<file path="config.mk">
export PLATFORM = sky130hd
export DESIGN_NAME = verinject_ff_injector_seu
export DESIGN_NICKNAME = d
export VERILOG_FILES = /design/src/rtl/verinject_ff_injector_seu.sv
export SDC_FILE = /design/constraint.sdc
export NUM_CORES = 1
export LEC_CHECK = 0
export ABC_CLOCK_PERIOD_IN_PS = 5600
export CAP_MARGIN = 15
export CORE_ASPECT_RATIO = 0.75
export CORE_MARGIN = 2
export CORE_UTILIZATION = 51
export CTS_CLUSTER_SIZE = 28
export DETAILED_ROUTE_END_ITERATION = 8
export GPL_TIMING_DRIVEN = 0
export HOLD_SLACK_MARGIN = 0.05
export PLACE_DENSITY = 0.84
export SETUP_SLACK_MARGIN = 0.4
export SYNTH_ARGS = -nofsm -noshare
export SYNTH_HDL_FRONTEND = slang
export SYNTH_SLANG_ARGS = --single-unit
</file>
<file path="constraint.sdc">
create_clock -name clock -period 5.6 [get_ports clock]
set_input_delay 1.12 -clock clock [delete_from_list [all_inputs] [get_ports clock]]
set_output_delay 1.12 -clock clock [all_outputs]
set_load 0.01 [all_outputs]
</file>
<file path="src/rtl/verinject_ff_injector_seu.sv">
// Stateful SEU/MBU fault injector for one instrumented flip-flop word.
// Optional accepted-trigger counter is compiled in with VERINJECT_FF_SEU_COUNT_EN.
module verinject_ff_injector_seu #(
  parameter int          LEFT        = 0,
  parameter int          RIGHT       = 0,
  parameter int unsigned P_START     = 0,
  parameter int          MBU_WIDTH   = 1,
  parameter int          HOLD_CYCLES = 1
) (
  input  logic               clock,
  input  logic               reset,
  input  logic               do_write,
  input  logic [1:0]         mode,
  input  logic [LEFT:RIGHT]  unmodified,
  output logic [LEFT:RIGHT]  modified,
  output logic               fault_active,
  input  logic [31:0]        verinject__injector_state
`ifdef VERINJECT_FF_SEU_COUNT_EN
  ,
  output logic [15:0]        inject_count
`endif
);

  localparam int BitsStart = (LEFT < RIGHT) ? LEFT : RIGHT;
  localparam int WordLen   = (LEFT < RIGHT) ? (RIGHT - LEFT + 1) : (LEFT - RIGHT + 1);
  localparam int CntW      = $clog2(HOLD_CYCLES + 1);

  localparam logic [31:0]        RangeLo  = 32'(P_START);
  localparam logic [31:0]        RangeHi  = 32'(P_START + WordLen);
  localparam logic [CntW-1:0]    HoldInit = CntW'(HOLD_CYCLES);
  localparam logic [CntW-1:0]    HoldLast = CntW'(1);
  // Four spare bits so the shifted run of ones is truncated at the word top, never wrapped.
  localparam logic [WordLen+3:0] MbuOnes  = (WordLen + 4)'((1 << MBU_WIDTH) - 1);

  typedef enum logic [1:0] {
    StIdle,
    StTransient,
    StUpset,
    StStuck
  } fsm_e;

  fsm_e               fsm_q, fsm_d;
  logic [WordLen-1:0] mask_q, mask_d;
  logic [CntW-1:0]    hold_q, hold_d;
  logic [31:0]        prev_q;
  logic               fault_active_q;

  logic               in_range;
  logic               trigger;
  logic [31:0]        offset;
  logic [WordLen-1:0] event_mask;

  always_comb begin
    in_range   = (verinject__injector_state >= RangeLo) && (verinject__injector_state < RangeHi);
    trigger    = in_range && (mode != 2'd3) && (verinject__injector_state != prev_q);
    offset     = verinject__injector_state - RangeLo;
    event_mask = WordLen'(MbuOnes << offset);
  end

  always_comb begin
    fsm_d  = fsm_q;
    mask_d = mask_q;
    hold_d = hold_q;
    if (trigger) begin
      if (fsm_q == StStuck) begin
        mask_d = mask_q | event_mask;
      end else begin
        // A write landing with a new trigger drops the old upset but keeps the new event.
        mask_d = (fsm_q == StUpset && do_write) ? event_mask : (mask_q | event_mask);
        unique case (mode)
          2'd0: begin
            fsm_d  = StTransient;
            hold_d = HoldInit;
          end
          2'd1:    fsm_d = StUpset;
          default: fsm_d = StStuck;
        endcase
      end
    end else begin
      unique case (fsm_q)
        StTransient: begin
          if (hold_q == HoldLast) begin
            fsm_d  = StIdle;
            mask_d = '0;
            hold_d = '0;
          end else begin
            hold_d = hold_q - HoldLast;
          end
        end
        StUpset: begin
          if (do_write) begin
            fsm_d  = StIdle;
            mask_d = '0;
          end
        end
        default: ;
      endcase
    end
  end

  always_ff @(posedge clock) begin
    if (reset) begin
      fsm_q          <= StIdle;
      mask_q         <= '0;
      hold_q         <= '0;
      prev_q         <= 32'hFFFF_FFFF;
      fault_active_q <= 1'b0;
    end else begin
      fsm_q          <= fsm_d;
      mask_q         <= mask_d;
      hold_q         <= hold_d;
      prev_q         <= verinject__injector_state;
      fault_active_q <= |mask_d;
    end
  end

  assign fault_active = fault_active_q;

  for (genvar g = 0; g < WordLen; g++) begin : g_xor
    assign modified[BitsStart+g] = unmodified[BitsStart+g] ^ mask_q[g];
  end

`ifdef VERINJECT_FF_SEU_COUNT_EN
  logic [15:0] count_q, count_d;

  always_comb begin
    count_d = count_q;
    if (trigger && count_q != 16'hFFFF) begin
      count_d = count_q + 16'd1;
    end
  end

  always_ff @(posedge clock) begin
    if (reset) begin
      count_q <= '0;
    end else begin
      count_q <= count_d;
    end
  end

  assign inject_count = count_q;
`endif

endmodule

</file>
==> key figures <==
Outcome
  • Status: finished, final reports clean

Clock tree
  • CTS buffer count: 5
  • Clk slew on worst S/H paths: 0.07 ns
  • CTS sink count: 36
  • Max H-tree Level: 2
  • Post_cts resized: 0
  • Clk_lat worst skew: 0.28 ns
  • CTS root buf: clkbuf_8
  • CTS tree: yes
  • Hold-fix buffers at CTS: 0
  • Clock Path Buffers: 2
  • Setup Buffers After CTS: 0

STA
  • Final Hold Fails: 0
  • Fmax: 0.293 GHz
  • Post-route setup TNS: 0 ns
  • Max-slew headroom: 0.711
  • Setup Skew: 0.00383 ns
  • Crit share post-route: 0.610
  • Setup WS post-layout: 2.19 ns
  • Final setup fails: 0
  • Fin. max-slew vios: 0
  • Worst slew pin tran: 0.430 ns
  • Crit path time final: 3.41 ns
  • RSZ-0062 raised after global routing: false

Placed design
  • Post-DP HPWL: 2720 um
  • Dpl ws: 2.19 ns
  • Routability cong.: 0.772
  • IO Port Bufs: 39
  • Post-DP Area: 1930 um2

Global routing
  • Initial antenna violation count: 0
  • First-pass GRT wire length: 5890 um
  • Largest net degree at the start of global routing: 11
  • Gr usage total: 0.237
  • Vias in the first global route: 1273
  • GRT overflow: 0

Finish
  • Fill cells: 197
  • Most frequent cells in the layout: clkdlybuf4s50_1, dfxtp_1, xor2_1, or2_2, nor4_1
  • Final instance area: 2020 um2
  • Most common cell after layout, fill and taps aside: clkdlybuf4s50_1
  • Utilization after layout: 0.749
  • Area Overhead vs Synth: 35.1%
  • Diode count: 0
  • Nets: 229
  • Layout cells sized above 1: 0.219

Setup path
  • Crit. End Element: output pin
  • Worst Path Arrival: 2.29 ns
  • Critical path class: in2out
  • CP Data Required Time: 4.48 ns
  • Cells on worst reg2reg path: 6
  • Crit start category: primary input
  • Critical path fanouts, max: 1

Yosys
  • Ys flop type: dfxtp_1
  • Mapped cell area: 1500 um2
  • Synth Warn #: 0
  • Syn nets: 183
  • Syn Area/Cell: 10.3 um2
  • Seq/Total Area, Yosys: 0.481
  • Post-synth EDFFs: 0
  • Ys async rst share: 0
  • Synth unique cells: 22
  • Register bit count reported by yosys: 36
  • Mapped Cells: 145

Routing
  • Remaining DRCs: 0
  • Drt pass-1 iters: 4
  • Antenna Violating Nets Remaining: 0
  • Detailed Route Iter0 Violations: 58
  • Average vias per placed instance: 5.21
  • Routed WL: 3560 um
  • Routed vias: 1187
  • DR WL/cell: 15.6 um

Pwr
  • LEAKAGE: 0.751 nW
  • Worst vdd ir: 192 uV
  • Total Power: 534 uW
  • PD cells: 264 nW/um2

Job
  • Max_cap viols: 0

Floorplan
  • Num rows: 16
  • Core area: 2700 um2
  • Die height: 51.0 um
  • Initial core utilization: 0.555
  • # IOs: 40
  • Die W: 66.6 um
  • Die area: 3390 um2

Hold path
  • Cells on Worst Hold Path: 2
  • Hold Path Class: reg2reg
[layer usage]
metal | routed length, um | GRT usage
met1 | 1560 | 0.298
met2 | 1730 | 0.385
met3 | 224 | 0.0617
met4 | 52 | 0.0986
met5 | 0 | 0
[registers in the layout (all words and copies together) (netlist names)]
register      cells
prev_q           32
fsm_q             2
fault_active      1
hold_q            1
[stage by stage]
| stage | hold WS, ns | cells |
|---|---|---|
| floorplan | 0.495 | 145 |
| global placement | 0.506 | 220 |
| detailed placement | 0.506 | 220 |
| CTS | 0.522 | 228 |
| global route | 0.552 | 228 |
| finish | 0.524 | 228 |
[where the power goes]
part / internal [mW] / total [mW] / switching [mW]
registers: 0.268 / 0.274 / 0.00530
clock network: 0.100 / 0.186 / 0.0857
logic: 0.0432 / 0.0739 / 0.0307
[worst paths after layout]
kind                                                 from                         to  slack, ns
worst max-delay path                           unmodified                   modified       2.19
worst min-delay path            fault_active$_SDFFE_PP0P_  fault_active$_SDFFE_PP0P_       0.52
worst max register to register      prev_q[25]$_SDFF_PP1_      fsm_q[1]$_SDFFE_PP0P_       3.63
worst min register to register  fault_active$_SDFFE_PP0P_  fault_active$_SDFFE_PP0P_       0.52
[synth_stat cells, types with 2 or more instances]
library cell	instances	share of area
clkbuf_1	3	0.0075
nand2_1	3	0.0075
nand4_1	3	0.013
nor2_1	3	0.0075
dfxtp_1	36	0.48
or2_2	32	0.13
nor4_1	15	0.063
a21oi_1	3	0.010
xor2_1	33	0.19
nand2b_1	2	0.0083
[cell families (layout without fill, tap and decap cells)]
logic type	Yosys count	after routing	synth area share
AND/OR/NAND/NOR	63	63	0.255
multiplexers	2	2	0.0142
buffers and inverters	3	50	0.00751
AO/OA/AOI/OAI	8	8	0.0492
flip-flops	36	36	0.481
XOR/XNOR	33	33	0.193
[worst max-delay path, cell delays in order]
cell             delay, ns
clkdlybuf4s50_1       0.47
xor2_1                0.15
clkdlybuf4s50_1       0.56
[final cells by class]
class / instances / area (um2) / area share
Multi-Input combinational cell: 106 / 767 / 0.379
Buffer: 3 / 11.3 / 0.00556
Sequential cell: 36 / 721 / 0.356
Tap cell: 36 / 45.0 / 0.0222
Clock buffer: 8 / 90.1 / 0.0445
Timing Repair Buffer: 39 / 390 / 0.193
Power figures use the tool's default switching activity.
